$ cat src/rtl/code_conv_pkg.sv
// Shared mode encodings and elaboration helpers for the Gray/binary codec pipeline.
// Slices are assigned MSB-first, ceil(WIDTH/STAGES) bits each; trailing stages may own no bits.
package code_conv_pkg;

   localparam logic MODE_G2B = 1'b0;
   localparam logic MODE_B2G = 1'b1;

   function automatic logic popcount_is_one(input logic [63:0] vec);
      return (vec != 64'd0) && ((vec & (vec - 64'd1)) == 64'd0);
   endfunction

   function automatic int slice_width(input int width, input int stages);
      return (width + stages - 1) / stages;
   endfunction

   // A negative msb marks a stage whose slice lies entirely below bit 0.
   function automatic int slice_msb(input int k, input int width, input int stages);
      return width - 1 - k * slice_width(width, stages);
   endfunction

   function automatic int slice_lsb(input int k, input int width, input int stages);
      int lo;
      lo = slice_msb(k, width, stages) - slice_width(width, stages) + 1;
      return (lo < 0) ? 0 : lo;
   endfunction

endpackage

$ cat src/rtl/gray_pipe_stage.sv
// One pipeline register slice: resolves Gray bits [HI:LO] of a G2B word, passes B2G words through.
// Latency 1 cycle; captures on load, empties on drain, otherwise holds its word (stall-safe).
module gray_pipe_stage
   import code_conv_pkg::*;
#(
   parameter int WIDTH = 8,
   parameter int LO    = 0,
   parameter int HI    = 7
) (
   input  logic             clk,
   input  logic             rst_n,
   input  logic             load,
   input  logic             drain,
   input  logic             src_mode,
   input  logic             src_err,
   input  logic [WIDTH-1:0] src_data,
   output logic             valid,
   output logic             mode,
   output logic             err,
   output logic [WIDTH-1:0] data
);

   // The running prefix is the binary bit just above this slice, already resolved
   // by the previous stage and carried in its data register; zero above the MSB.
   localparam int  SIDX      = (HI + 1 < 0) ? 0 : ((HI + 1 > WIDTH - 1) ? WIDTH - 1 : HI + 1);
   localparam bit  TOP_SLICE = (HI >= WIDTH - 1);

   logic             run;
   logic [WIDTH-1:0] resolved;

   always_comb begin
      run      = TOP_SLICE ? 1'b0 : src_data[SIDX];
      resolved = src_data;
      for (int i = WIDTH - 1; i >= 0; i--) begin
         if (i <= HI && i >= LO) begin
            run         = run ^ src_data[i];
            resolved[i] = run;
         end
      end
      if (src_mode == MODE_B2G) resolved = src_data;
   end

   always_ff @(posedge clk or negedge rst_n) begin
      if (!rst_n) begin
         valid <= 1'b0;
         mode  <= 1'b0;
         err   <= 1'b0;
         data  <= '0;
      end else if (load) begin
         valid <= 1'b1;
         mode  <= src_mode;
         err   <= src_err;
         data  <= resolved;
      end else if (drain) begin
         valid <= 1'b0;
      end
   end

endmodule

$ cat src/rtl/gray_binary_codec_pipe.sv
// Pipelined Gray<->binary converter with per-word mode and Gray adjacency checking.
// Latency STAGES cycles; bubble-collapsing ready chain, in_ready drops only when stage 0 is full and blocked.
module gray_binary_codec_pipe
   import code_conv_pkg::*;
#(
   parameter int WIDTH  = 8,
   parameter int STAGES = 2
) (
   input  logic             clk,
   input  logic             rst_n,
   input  logic             in_valid,
   output logic             in_ready,
   input  logic             in_mode,
   input  logic [WIDTH-1:0] in_data,
   output logic             out_valid,
   input  logic             out_ready,
   output logic             out_mode,
   output logic [WIDTH-1:0] out_data,
   output logic             out_err
);

   logic [STAGES-1:0] stg_valid;
   logic [STAGES-1:0] advance;
   logic [STAGES-1:0] load;
   logic [STAGES:0]   next_free;
   logic [STAGES:0]   chain_mode;
   logic [STAGES:0]   chain_err;
   logic [WIDTH-1:0]  chain_data [STAGES+1];
   logic [WIDTH-1:0]  hist;
   logic              hist_valid;
   logic              accept;

   // next_free[k]: stage k can take a word this cycle (empty, or its word moves on).
   always_comb begin
      next_free         = '0;
      advance           = '0;
      load              = '0;
      next_free[STAGES] = out_ready;
      for (int k = STAGES - 1; k >= 0; k--) begin
         advance[k]   = stg_valid[k] && next_free[k+1];
         next_free[k] = !stg_valid[k] || advance[k];
      end
      load[0] = in_valid && next_free[0];
      for (int k = 1; k < STAGES; k++) load[k] = advance[k-1];
   end

   assign in_ready = next_free[0];
   assign accept   = load[0];

   assign chain_mode[0] = in_mode;
   assign chain_data[0] = (in_mode == MODE_B2G) ? (in_data ^ (in_data >> 1)) : in_data;
   assign chain_err[0]  = (in_mode == MODE_G2B) && hist_valid &&
                          !popcount_is_one(64'(in_data ^ hist));

   // Any accepted B2G word breaks the Gray sequence, so the next G2B word restarts it.
   always_ff @(posedge clk or negedge rst_n) begin
      if (!rst_n) begin
         hist       <= '0;
         hist_valid <= 1'b0;
      end else if (accept) begin
         if (in_mode == MODE_G2B) begin
            hist       <= in_data;
            hist_valid <= 1'b1;
         end else begin
            hist_valid <= 1'b0;
         end
      end
   end

   for (genvar k = 0; k < STAGES; k++) begin : g_stage
      gray_pipe_stage #(
         .WIDTH (WIDTH),
         .LO    (slice_lsb(k, WIDTH, STAGES)),
         .HI    (slice_msb(k, WIDTH, STAGES))
      ) u_stage (
         .clk      (clk),
         .rst_n    (rst_n),
         .load     (load[k]),
         .drain    (advance[k]),
         .src_mode (chain_mode[k]),
         .src_err  (chain_err[k]),
         .src_data (chain_data[k]),
         .valid    (stg_valid[k]),
         .mode     (chain_mode[k+1]),
         .err      (chain_err[k+1]),
         .data     (chain_data[k+1])
      );
   end

   assign out_valid = stg_valid[STAGES-1];
   assign out_mode  = chain_mode[STAGES];
   assign out_err   = chain_err[STAGES];
   assign out_data  = chain_data[STAGES];

endmodule
$ cat config.mk
export PLATFORM = sky130hd
export DESIGN_NAME = gray_binary_codec_pipe
export DESIGN_NICKNAME = d
export VERILOG_FILES = /design/src/rtl/code_conv_pkg.sv /design/src/rtl/gray_pipe_stage.sv /design/src/rtl/gray_binary_codec_pipe.sv
export SDC_FILE = /design/constraint.sdc
export NUM_CORES = 1
export LEC_CHECK = 0
export ABC_AREA = 1
export ABC_CLOCK_PERIOD_IN_PS = 1400
export CORE_ASPECT_RATIO = 1.4
export CORE_UTILIZATION = 53
export DETAILED_ROUTE_END_ITERATION = 12
export PLACE_DENSITY_LB_ADDON = 0.15
export SLEW_MARGIN = 20
export SYNTH_ARGS = -nofsm -noshare
export SYNTH_HDL_FRONTEND = slang
export SYNTH_SLANG_ARGS = --single-unit
$ cat constraint.sdc
create_clock -name clk -period 1.4 [get_ports clk]
set_clock_uncertainty 0.1 [all_clocks]
set_input_delay 0.14 -clock clk [delete_from_list [all_inputs] [get_ports clk]]
set_output_delay 0.14 -clock clk [all_outputs]
set_load 0.1 [all_outputs]
==> results.md <==
Run status:
- The flow ran to the end, but the final reports show violations.
- The checks that failed: negative setup slack.

Setup path:
- The critical path capture point type is a register.
- The data arrival time of the critical path is 1.48 ns.
- The highest cell delay on the worst timing path is 0.41 ns.
- The flop-to-flop setup slack is -0.007 ns.
- The cell with the largest stage delay on the worst path is sky130_fd_sc_hd__dfrtp_1.
- Of all nets on the critical path, the largest fanout is 3.
- The setup path with the least slack is of type register to register.
- STA puts the critical path data required time at 1.48 ns.
- The cell family contributing the most delay on the critical path is simple AND/OR/NAND/NOR gates.
- The most frequent cell on the critical path is sky130_fd_sc_hd__nand2_2.
- The count of buffer and inverter cells on the critical path is 0.
- Walking the worst path, the cells encountered are or2_4 > nand2_2 > nand2_2 > nand2_2 > nand2_2 > nand3_2 > nand2_1 > nand3_1 > nand2_1.
- The startpoint kind of the worst setup timing path is a register.

Finish:
- The final design instance area without fill is 2384 um2.
- Of the cells placed in the final design, the portion with a size suffix greater than 1 is 29.67%.
- The area overhead of the layout relative to synthesis is 41.74%.
- In the final design database the tool counted 285 nets.
- The diode insertion count for antenna repair is 0.

GRT:
- The leftover overflow at the end of global routing is 0.
- The met2 track utilization from global routing is 41.39%.
- The via count of the first global-routing pass is 1360.
- Global routing used 6.798% of the available met3 tracks.
- The first global-routing pass estimated 5.547 mm of wire.
- The initial antenna violation count came to 0.
- The largest net degree at the start of global routing is 32.
- After global routing, the most crowded layer is met2.
- In the global route stage, met1 resource usage came out at 22.03%.
- The aggregate global-route resource usage is 22.42%.

STA:
- The post-layout worst setup margin is -0.006805 ns.
- Measured against its own limit, the worst slew margin works out to 85.72%.
- Hold timing on the final database bottoms out at a slack of 0.07632 ns.
- Setup repair after global routing could not meet its margin everywhere.
- Timing would allow up to 710.8 MHz.
- The final max-slew violation count is 0.
- Setup violations remaining at the end of the flow were counted as 1.
- In the finished design, the share of the clock period the worst path needs comes to 100.5%.
- The final hold violation count was 0.
- The worst path in the final design needs a cycle of 1.407 ns, including I/O delays and setup.
- At the pin with the least slew margin, the transition time is 0.2120 ns.

CTS:
- In this run the number of H-tree levels came out at 2.
- Clock latency on the worst-skew pair, taken at its later pin, is 0.28 ns.
- The cell at the root of the clock tree is sky130_fd_sc_hd__clkbuf_8.
- Clock-pin slew was measured on the worst setup and hold paths at 0.07 ns.
- TritonCTS built the clock tree.
- After clock tree synthesis, the flow added hold-fix buffers numbering 0.
- The longest clock path from root to sink contains 2 buffers.
- The total CTS buffers is 5.
- The clock drives 31 sinks.

Detailed routing:
- The post-route DRC violation count is 0.
- In this run, the number of DRC markers left after iteration 0 of detailed routing was 37.
- The total vias in the final route is 1568.
- For this run, the detailed router's first-pass iteration total came to 4.
- In the routed layout, each cell is associated on average with a via count of 5.058.
- The total detailed-routing wirelength is 3.724 mm.
- Once detail routing completed, the nets flagged for antenna violations numbered 0.
- The detail-routed net length per standard cell is 12.01 um.

Power:
- The power after layout is 4.052 mW.
- Net switching is 45.41% of the power.
- The switching power of the nets is 1.840 mW.
- Of the total power, registers draw 32.1%.
- The internal power summed over all cells is 2.212 mW.
- The leakage component of the power is 1.252 nW.
- The share of total power in the clock network is 16.8%.
- IR analysis of the VDD net gives a maximum drop of 1.109 mV.
- In this run the power density over the cells is 1700 nW/um2.
- The proportion of power drawn by combinational gates is 51.1%.

Placed design:
- At the placement stage, the worst setup path has a slack of -0.2166 ns.
- In this run the tool buffered the top-level ports with 24 buffer cells.
- The final weighted congestion in routability-driven placement is 0.8601.
- Once placement finished, the instance area stood at 2213 um2.
- The detailed placer's ending HPWL is 2.600 mm.

Synthesis:
- The number of warning messages in the yosys log is 0.
- Summing the sequential cell areas from Yosys gives 46.13% of the chip area.
- The number of distinct library cells after synthesis is 22.
- The post-synthesis register bit count is 31.
- The count of mapped cells out of synthesis is 225.
- The mean area per synthesized cell is 7.474 um2.
- Counting every net in the synthesized netlist gives 238.
- The cell area after technology mapping is 1682 um2.

Floorplan:
- The core box area is 2935 um2.
- The overall die height is 68.65 um.
- The initial cell density of the core is 57.29%.
- The die covers 3405 um2.
- The initialized floorplan defines 23 standard-cell rows.
- Measured along the x axis, the die boundary spans 49.61 um.
- 25 I/O pins were placed.

Worst hold path:
- In this run the worst hold path is classified as primary input to register.

Job:
- The max-capacitance violation count is 0.
[sequential cells by signal (all words and copies together), names as in the netlist]
signal,count
hist_valid,1
g_stage.u_stage.valid,2
g_stage.u_stage.err,2
g_stage.u_stage.data,16
g_stage.u_stage.mode,2
hist,8
[per-stage QoR]
| stage | std cells | TNS (ns) | utilization [%] |
|---|---|---|---|
| floorplan | 225 | -5.198 | - |
| global placement | 298 | -0.7463 | 75.40 |
| detailed placement | 298 | -1.711 | 75.40 |
| CTS | 306 | 0 | 78.18 |
| global route | 310 | -0.2212 | 81.20 |
| finish | 310 | -0.006805 | 81.20 |
[cells by family after synthesis]
| group | after synthesis | synth area share, % |
|---|---|---|
| DFF | 31 | 46.13 |
| AOI/OAI and AO/OA | 29 | 8.854 |
| xor gates and xnor gates | 7 | 3.646 |
| and+or+nand+nor | 117 | 29.84 |
| buffers and inverters | 41 | 11.53 |
[routing by layer]
layer | up-vias | share of wire (%)
li1 | 781 | -
met1 | 735 | 39
met2 | 39 | 54
met3 | 13 | 4.5
met4 | 0 | 3.2
met5 | - | 0
[final timing paths]
| path | startpoint | end | depth (start not counted) |
|---|---|---|---|
| min in group asynchronous | rst_n | g_stage[1].u_stage.data[7] | 2 |
| max in group asynchronous | rst_n | g_stage[1].u_stage.valid | 2 |
| max reg2reg | g_stage[0].u_stage.data[4] | g_stage[1].u_stage.data[0] | 9 |
| min reg2reg | g_stage[0].u_stage.data[7] | g_stage[1].u_stage.data[7] | 2 |
| min | in_data[0] | hist[0] | 3 |
| max | g_stage[0].u_stage.data[4] | g_stage[1].u_stage.data[0] | 9 |
[worst reg2reg max path: cells and delay by family, from the launching register on]
kind,cells,cell delay [ns]
AND/OR/NAND/NOR,9,0.81
flip-flops,1,0.41
[cell type report]
type,instances,area [um2]
multi-input combinational,153,780.7
tap,37,46.29
clock buffer,7,76.32
clock inverter,1,5.005
sequential,31,779.5
timing repair buffer,51,583.1
fill,188,551.8
inverter,30,112.6
[synthesized netlist by cell type]
master | n | area (um2)
sky130_fd_sc_hd__o21ai_0 | 15 | 75.07
sky130_fd_sc_hd__dfrtp_1 | 31 | 775.7
sky130_fd_sc_hd__xnor2_1 | 1 | 8.760
sky130_fd_sc_hd__nand2_1 | 89 | 334.1
sky130_fd_sc_hd__nand2_4 | 1 | 11.26
sky130_fd_sc_hd__nor2_2 | 3 | 18.77
sky130_fd_sc_hd__buf_2 | 2 | 10.01
sky130_fd_sc_hd__nand3_1 | 11 | 55.05
sky130_fd_sc_hd__xor2_1 | 6 | 52.55
sky130_fd_sc_hd__o21ai_1 | 7 | 35.03
sky130_fd_sc_hd__o221ai_1 | 1 | 8.760
sky130_fd_sc_hd__buf_6 | 1 | 11.26
sky130_fd_sc_hd__a21oi_1 | 6 | 30.03
sky130_fd_sc_hd__inv_2 | 6 | 22.52
sky130_fd_sc_hd__buf_4 | 8 | 60.06
sky130_fd_sc_hd__nor2_1 | 3 | 11.26
sky130_fd_sc_hd__nand4_1 | 2 | 12.51
sky130_fd_sc_hd__nand2_2 | 5 | 31.28
sky130_fd_sc_hd__inv_1 | 24 | 90.09
sky130_fd_sc_hd__nand3_2 | 1 | 10.01
sky130_fd_sc_hd__or2_1 | 1 | 6.260
sky130_fd_sc_hd__nor2_4 | 1 | 11.26
[power by group through the flow]
stage / Combinational [mW] / Sequential [mW] / Clock [mW]
global route: 2.18 / 1.33 / 0.725
finish: 2.07 / 1.30 / 0.682
detailed placement: 1.96 / 1.31 / 0
floorplan: 1.24 / 1.38 / 0
CTS: 1.98 / 1.29 / 0.681
global placement: 1.94 / 1.29 / 0
[cell usage in the layout, fill, tap and decap left out, drive strengths merged]
cell	count
a21oi	6
buf	39
clkbuf	7
clkdlybuf4s50	9
clkinv	1
dfrtp	31
dlymetal6s2s	3
inv	30
nand2	95
nand3	12
nand4	2
nor2	7
o21ai	22
o221ai	1
or2	1
xnor2	1
xor2	6
[timing repair]
| action | 4_1_cts | 5_1_grt |
|---|---|---|
| setup endpoints to repair | 2 | 4 |
| setup buffers | 1 | 4 |
| pin swaps | 0 | 4 |
| resized for setup | 0 | 22 |
(Power assumes the default switching activity.)
